File: src/rtl/bsr_chain.sv
`default_nettype none
// ============================================================================
// Module      : bsr_chain
// Description : Parameterisable boundary-scan register chain. Each cell is
//               either an output cell (core -> pad) or an input cell
//               (pad -> core), selected by DIR_MASK. It has a capture/shift
//               register and an update register, and muxes pins and core
//               signals by mode (NORMAL / EXTEST / INTEST / CLAMP).
//               Optional shift-length checking is enabled by defining
//               BSR_SHIFT_CHECK_EN. Without it, shift_err is tied to 0.
// Revision    : 1.0 - initial release
// ============================================================================
module bsr_chain #(
    parameter int               WIDTH      = 8,
    parameter logic [WIDTH-1:0] DIR_MASK   = {WIDTH{1'b1}},
    parameter logic [WIDTH-1:0] SAFE_VALUE = {WIDTH{1'b0}}
) (
    input  logic             TCK,
    input  logic             TRST,
    input  logic             capture_dr,
    input  logic             shift_dr,
    input  logic             update_dr,
    input  logic [1:0]       mode,
    input  logic             scan_in,
    output logic             scan_out,
    input  logic [WIDTH-1:0] core_in,
    input  logic [WIDTH-1:0] pin_in,
    output logic [WIDTH-1:0] pin_out,
    output logic [WIDTH-1:0] core_out,
    output logic             shift_err
);

    // Mode encoding. Bit 0 set means output cells drive the update register
    // (EXTEST, CLAMP). Bit 1 set means input cells drive the update register
    // (INTEST, CLAMP).
    localparam logic [1:0] c_MODE_NORMAL = 2'b00;
    localparam logic [1:0] c_MODE_EXTEST = 2'b01;
    localparam logic [1:0] c_MODE_INTEST = 2'b10;
    localparam logic [1:0] c_MODE_CLAMP  = 2'b11;

    logic [WIDTH-1:0] r_shift;
    logic [WIDTH-1:0] r_upd;
    logic [WIDTH-1:0] w_par;
    logic             w_out_sel;
    logic             w_in_sel;

    assign w_out_sel = (mode == c_MODE_EXTEST) || (mode == c_MODE_CLAMP);
    assign w_in_sel  = (mode == c_MODE_INTEST) || (mode == c_MODE_CLAMP);

    // Per-cell parallel capture source and pin/core muxing.
    // The direction of each cell is fixed at elaboration.
    genvar gi;
    generate
        for (gi = 0; gi < WIDTH; gi++) begin : g_cell
            if (DIR_MASK[gi]) begin : g_out_cell
                assign w_par[gi]    = core_in[gi];
                assign pin_out[gi]  = w_out_sel ? r_upd[gi] : core_in[gi];
                assign core_out[gi] = 1'b0;
            end else begin : g_in_cell
                assign w_par[gi]    = pin_in[gi];
                assign core_out[gi] = w_in_sel ? r_upd[gi] : pin_in[gi];
                assign pin_out[gi]  = 1'b0;
            end
        end
    endgenerate

    // Capture/shift register. Capture wins over shift.
    // Shifting moves the register toward bit 0, and scan_in enters at the MSB.
    always_ff @(posedge TCK) begin
        if (TRST) begin
            r_shift <= '0;
        end else if (capture_dr) begin
            r_shift <= w_par;
        end else if (shift_dr) begin
            if (WIDTH == 1) begin
                r_shift <= scan_in;
            end else begin
                r_shift <= {scan_in, r_shift[WIDTH-1:1]};
            end
        end
    end

    // Update register. It samples the pre-edge shift value, so a capture or
    // shift on the same edge does not affect the value loaded.
    always_ff @(posedge TCK) begin
        if (TRST) begin
            r_upd <= SAFE_VALUE;
        end else if (update_dr) begin
            r_upd <= r_shift;
        end
    end

    assign scan_out = r_shift[0];

`ifdef BSR_SHIFT_CHECK_EN
    // The counter has one extra bit of headroom. Saturation then keeps a
    // long over-shift from wrapping back to exactly WIDTH.
    localparam int                 c_CNT_W = $clog2(WIDTH + 1) + 1;
    localparam logic [c_CNT_W-1:0] c_FULL  = c_CNT_W'(WIDTH);
    localparam logic [c_CNT_W-1:0] c_MAX   = {c_CNT_W{1'b1}};

    logic [c_CNT_W-1:0] r_cnt;
    logic               r_err;

    // Count shift-only edges since the last capture or update.
    always_ff @(posedge TCK) begin
        if (TRST) begin
            r_cnt <= '0;
        end else if (capture_dr || update_dr) begin
            r_cnt <= '0;
        end else if (shift_dr && (r_cnt != c_MAX)) begin
            r_cnt <= r_cnt + 1'b1;
        end
    end

    // Flag an update whose preceding shift length was not exactly WIDTH.
    // The flag lasts one cycle.
    always_ff @(posedge TCK) begin
        if (TRST) begin
            r_err <= 1'b0;
        end else begin
            r_err <= update_dr && (r_cnt != c_FULL);
        end
    end

    assign shift_err = r_err;
`else
    assign shift_err = 1'b0;
`endif

endmodule
`default_nettype wire

File: config.mk
export PLATFORM = sky130hd
export DESIGN_NAME = bsr_chain
export DESIGN_NICKNAME = d
export VERILOG_FILES = /design/src/rtl/bsr_chain.sv
export SDC_FILE = /design/constraint.sdc
export NUM_CORES = 1
export LEC_CHECK = 0
export CAP_MARGIN = 20
export CORE_MARGIN = 10
export CORE_UTILIZATION = 38
export CTS_CLUSTER_SIZE = 40
export DETAILED_ROUTE_END_ITERATION = 10
export PLACE_DENSITY = 0.82
export SYNTH_ARGS = -nofsm -noshare
export SYNTH_HDL_FRONTEND = slang
export SYNTH_SLANG_ARGS = --single-unit
File: constraint.sdc
create_clock -name TCK -period 1 [get_ports TCK]
set_input_delay 0.2 -clock TCK [delete_from_list [all_inputs] [get_ports TCK]]
set_output_delay 0.2 -clock TCK [all_outputs]
set_load 0.005 [all_outputs]
==> results of run 1 <==
layer usage:
| layer | track usage, % | part of all wire [%] | vias to the layer above |
|---|---|---|---|
| met5 | 0 | 0 | - |
| met4 | 3.14 | 0.95 | 0 |
| met3 | 3.39 | 8.8 | 2 |
| met2 | 14.7 | 45 | 24 |
| met1 | 10.8 | 45 | 301 |
| li1 | - | - | 322 |
flip-flops by register name, summed over array words and instances (netlist names):
signal	flops
r_shift	8
r_upd	8
synthesized netlist by cell type, drive strengths merged:
library cell	n	area [µm²]
a211oi	8	60.1
buf	13	93.8
clkbuf	1	3.75
conb	1	3.75
dfxtp	16	320
inv	1	3.75
mux2	8	90.1
mux2i	16	160
nor2	8	30.0
nor2b	8	50.1
critical path, stage by stage, from the launching register on:
cell,delay [ns]
dfxtp_2,0.34
mux2_4,0.26
buf_6,0.12
layout make-up:
| cell class | instances | area, µm² | area share [%] |
|---|---|---|---|
| multi-input combinational | 57 | 452 | 39.0 |
| sequential | 16 | 330 | 28.5 |
| timing repair buffer | 32 | 315 | 27.2 |
| tap | 27 | 33.8 | 2.92 |
| clock buffer | 3 | 22.5 | 1.95 |
| inverter | 1 | 3.75 | 0.324 |
power groups by stage:
stage / Clock (mW) / Combinational (mW) / Sequential (mW)
final: 0.333 / 0.317 / 0.704
after global routing: 0.357 / 0.346 / 0.708
after CTS: 0.332 / 0.308 / 0.702
after detailed placement: 0 / 0.312 / 0.715
after global placement: 0 / 0.307 / 0.714
after floorplan: 0 / 0.170 / 0.708
worst max path at each step:
stage / end / slack, ns / cells past startpoint
floorplan: pin_out[0] / 0.09 / 2
global placement: pin_out[3] / -0.81 / 4
detailed placement: pin_out[4] / -0.81 / 4
CTS: pin_out[6] / -0.18 / 2
global route: pin_out[6] / -0.22 / 2
finish: pin_out[6] / -0.20 / 2
stage by stage:
stage,power [mW],worst slack [ns],hold slack (ns)
floorplan,0.878,0.0865,0.391
global placement,1.02,-0.807,0.470
detailed placement,1.03,-0.811,0.476
CTS,1.34,-0.184,0.360
global route,1.41,-0.220,0.374
finish,1.35,-0.198,0.360
cells by family (layout without fill, tap and decap cells):
family	Yosys count	count (layout)	synth area share, %
and+or+nand+nor	16	16	9.82
muxes	24	24	30.7
buffers and inverters	15	36	12.4
AOI/OAI and AO/OA	8	8	7.36
DFF	16	16	39.3
other	1	9	0.460
repair_timing:
item | CTS | global route
endpoints found under the setup margin | 12 | 11
endpoints found under the hold margin | 0 | 0
resized for setup | 66 | 6
buffers inserted | 0 | 0
==> results.toml, run 1 <==
[logic_synthesis]
avgSynthCellArea_um2 = 10.2
yosysWarningCount = 0
synth-seq-cells = 16
yosysUniqueCellTypes = 12
mappedNetlistArea_um2 = 816
seq_area_frac_synth_pct = 39.3
syn-instance-count = 80

[detailed_routing]
ant_nets = 0
dr.pass1.iters = 2
drt_iter0_drc = 7
drc_errors = 0
routed_wl_mm = 1.99
wl_per_cell_um = 14.6
vias_per_cell = 4.77
vias = 649

[global_route]
grt_antenna_before_repair = 0
grt_use_total_pct = 9.14
grt_overflow = 0
grt_max_degree = 17
grt_pass1_wl_mm = 3.21
grt_pass1_vias = 680

[sta]
min_period_ns = 1.20
fin_crit_sh_pct = 120
setup_viol = 8
max_freq_mhz = 835
setup_slack_ns = -0.198
clock_skew_ns = 0.00393
hold_viol = 0
report.final.slew_viol_count = 0
grt_setup_unrepaired = "true"
finalSetupTns_ns = -1.45

[cells_and_area]
final_cell_mix = "16 x mux2i_1, 9 x conb_1, 9 x dlygate4sd2_1"
final_layout_size_suffix_gt1_share_pct = 36.7
antennaDiodeCount = 0
final_cell_count_no_fill = 136
layout_commonest_cell = "mux2i_1"
fill_cells = 179
fin_area_um2 = 1160
nNetsFinal = 135
area_delta_synth_final_pct = 41.9
postLayoutCoreUtil_pct = 57.8

[pwr]
power_density_nw_per_um2 = 1170
clockPowerShare_pct = 24.6
power_frac_seq_pct = 52.0
vdd_drop_max_uv = 796
pwr-share-comb_pct = 23.4
p_switching_uw = 344
p_leak_nw = 0.557
p_sw_share_pct = 25.4
internal_power_mw = 1.01

[placed_design]
place.gp.congestion = 0.729
io_buffers = 23
hpwl_mm = 1.48
placed_cell_area_um2 = 1100
post-place-cells = 133

[worst_setup_path]
critPathCaptureType = "output port"
r2r_slack_ns = 0.20
reg2reg_to = "r_shift[0]$_SDFFE_PP0P_"
path_max_fanout = 2
reg2reg_depth = 3
r2r-start = "r_shift[0]$_SDFFE_PP0P_"
worstPathArrival_ns = 1.00
cp.required_ns = 0.80
startpoint = "r_upd[6]$_SDFFE_PP0P_"
start_kind = "flop"
worstSetupPathType = "reg -> out"

[worst_hold_path]
hp-start = "core_in[7]"
hold_class = "in -> reg"
hold_end = "r_shift[7]$_SDFFE_PP0P_"
holdPathStages = 3

[die]
die_h_um = 66.3
rows = 16
core_region_area_um2 = 2000
start_util_pct = 40.7
num_io_pins = 42
die_w_um = 66.3
floorplan.die_area_um2 = 4400

[clock_tree]
holdBufCountCts = 0
clkLatencyLatePin_ns = 0.28
htree_levels = 1
clockBufferDepth = 2
cts_root_buf = "clkbuf_4"
cts_tree = "yes"
path_clk_slew_ns = 0.09
cts_sinks = 16
cts_buffers = 3

[status]
violations = "negative setup slack"
status = "finished with violations"

[job]
drv_cap = 0
No activity file was read; power rests on OpenSTA's default activity.
==> run 2, diff against run 1 <==
==> constraint.sdc (replaced) <==
create_clock -name TCK -period 1 [get_ports TCK]
set_input_delay 0.2 -clock TCK [delete_from_list [all_inputs] [get_ports TCK]]
set_output_delay 0.2 -clock TCK [all_outputs]
set_load 0.01 [all_outputs]
==> results.toml, run 2 (synthesized netlist as in run 1, its figures left out) <==
[status]
status = "finished with violations"
violations = "negative setup slack"

[pwr]
pwr-share-comb_pct = 23.8
internal_power_mw = 1.11
p_sw_share_pct = 25.4
power_density_nw_per_um2 = 1230
power_frac_seq_pct = 47.6
vdd_drop_max_uv = 783
p_switching_uw = 377
p_leak_nw = 0.577
clockPowerShare_pct = 28.7

[detailed_routing]
vias = 642
ant_nets = 0
dr.pass1.iters = 4
vias_per_cell = 4.65
drt_iter0_drc = 7
wl_per_cell_um = 14.7
routed_wl_mm = 2.03
drc_errors = 0

[cells_and_area]
fin_area_um2 = 1200
final_layout_size_suffix_gt1_share_pct = 37.8
area_delta_synth_final_pct = 47.2
antennaDiodeCount = 0
final_cell_count_no_fill = 138
final_cell_mix = "15 x mux2i_1, 10 x buf_6, 9 x conb_1, 9 x dlygate4sd2_1, 9 x dfxtp_1"
layout_commonest_cell = "mux2i_1"
largestRegisters = "r_shift (8), r_upd (8)"
nNetsFinal = 136

[sta]
min_period_ns = 1.20
hold_viol = 0
grt_setup_unrepaired = "true"
clock_skew_ns = 0.00471
whs_ns = 0.360
finalSetupTns_ns = -1.51
report.final.slew_viol_count = 0
setup_slack_ns = -0.197
setup_viol = 8
fin_crit_sh_pct = 120
max_freq_mhz = 835

[worst_hold_path]
hp-start = "core_in[7]"
hold_class = "in -> reg"
holdPathStages = 3
hold_end = "r_shift[7]$_SDFFE_PP0P_"

[placed_design]
hpwl_mm = 1.52
placed_cell_area_um2 = 1100
place_ws_ns = -0.846
post-place-cells = 133
place.gp.congestion = 0.733
io_buffers = 23

[clock_tree]
cts_root_buf = "clkbuf_4"
cts_buffers = 3
clkLatencyLatePin_ns = 0.28
holdBufCountCts = 0
cts_sinks = 16
cts_tree = "yes"
htree_levels = 1
clockBufferDepth = 2
path_clk_slew_ns = 0.10

[worst_setup_path]
worstPathArrival_ns = 1.00
reg2reg_to = "r_shift[4]$_SDFFE_PP0P_"
start_kind = "flop"
cp_num_buf_inv = 1
cp_cell_sequence = "mux2_4, buf_6"
r2r_slack_ns = 0.17
cp.required_ns = 0.80
critPathCaptureType = "output port"
crit_path_top_delay_cell = "dfxtp_2"
worstSetupPathType = "reg -> out"
reg2reg_depth = 2
critPathMaxStageDelay_ns = 0.34
r2r-start = "r_shift[5]$_SDFFE_PP0P_"
path_max_fanout = 2
worst_path_dominant_cell_family = "flip-flops"

[global_route]
grt_pass1_wl_mm = 3.32
grt_overflow = 0
grt_busiest_layer = "met2"
grt_pass1_vias = 686
grt_max_degree = 17
grt_antenna_before_repair = 0
grt_use_met1_pct = 10.6
grt_use_met3_pct = 3.56
met2_usage_pct = 15.8
grt_use_total_pct = 9.36

[die]
die_h_um = 66.3
die_w_um = 66.3
floorplan.die_area_um2 = 4400
rows = 16
num_io_pins = 42
core_region_area_um2 = 2000
start_util_pct = 40.7

[job]
drv_cap = 0
## run 2: layout make-up
class	instances	area, µm²
Fill cell	183	801
Tap cell	27	33.8
Sequential cell	16	329
Timing Repair Buffer	33	335
Clock buffer	4	36.3
Inverter	1	3.75
Multi-Input combinational cell	57	463
## run 2: metal layers
layer | up-vias | share of wire, %
li1 | 318 | -
met1 | 302 | 44
met2 | 22 | 47
met3 | 0 | 9.0
met4 | 0 | 0
met5 | - | 0
## run 2: repair_timing
action	CTS	global route
hold endpoints to repair	0	0
gates resized for setup	69	7
endpoints found under the setup margin	12	12
buffers inserted	0	1
## run 2: worst max-delay path by stage
stage | start | slack [ns] | endpoint | cells after the start
after floorplan | mode[0] | 0.07 | pin_out[0] | 2
after global placement | mode[0] | -0.84 | pin_out[3] | 4
after detailed placement | mode[0] | -0.85 | pin_out[4] | 4
after CTS | r_upd[5]$_SDFFE_PP0P_ | -0.21 | pin_out[5] | 2
after global routing | r_upd[5]$_SDFFE_PP0P_ | -0.23 | pin_out[5] | 2
final | r_upd[5]$_SDFFE_PP0P_ | -0.20 | pin_out[5] | 2
## run 2: stage by stage
step | power, mW | utilization, %
global placement | 1.04 | 55.2
floorplan | 0.897 | -
finish | 1.48 | 60.0
detailed placement | 1.05 | 55.2
global route | 1.55 | 60.0
CTS | 1.49 | 58.7
## run 2: worst min-delay path: stages
cell           delay [ns]
dlygate4sd2_1        0.24
nor2b_1              0.11
a211oi_1             0.06
## run 2: power groups by stage
stage | registers [mW] | logic [mW] | clock network (mW)
4_1_cts | 0.703 | 0.344 | 0.439
3_3_place_gp | 0.714 | 0.325 | 0
2_1_floorplan | 0.710 | 0.188 | 0
6_report | 0.706 | 0.352 | 0.425
3_5_place_dp | 0.716 | 0.330 | 0
5_1_grt | 0.710 | 0.380 | 0.464
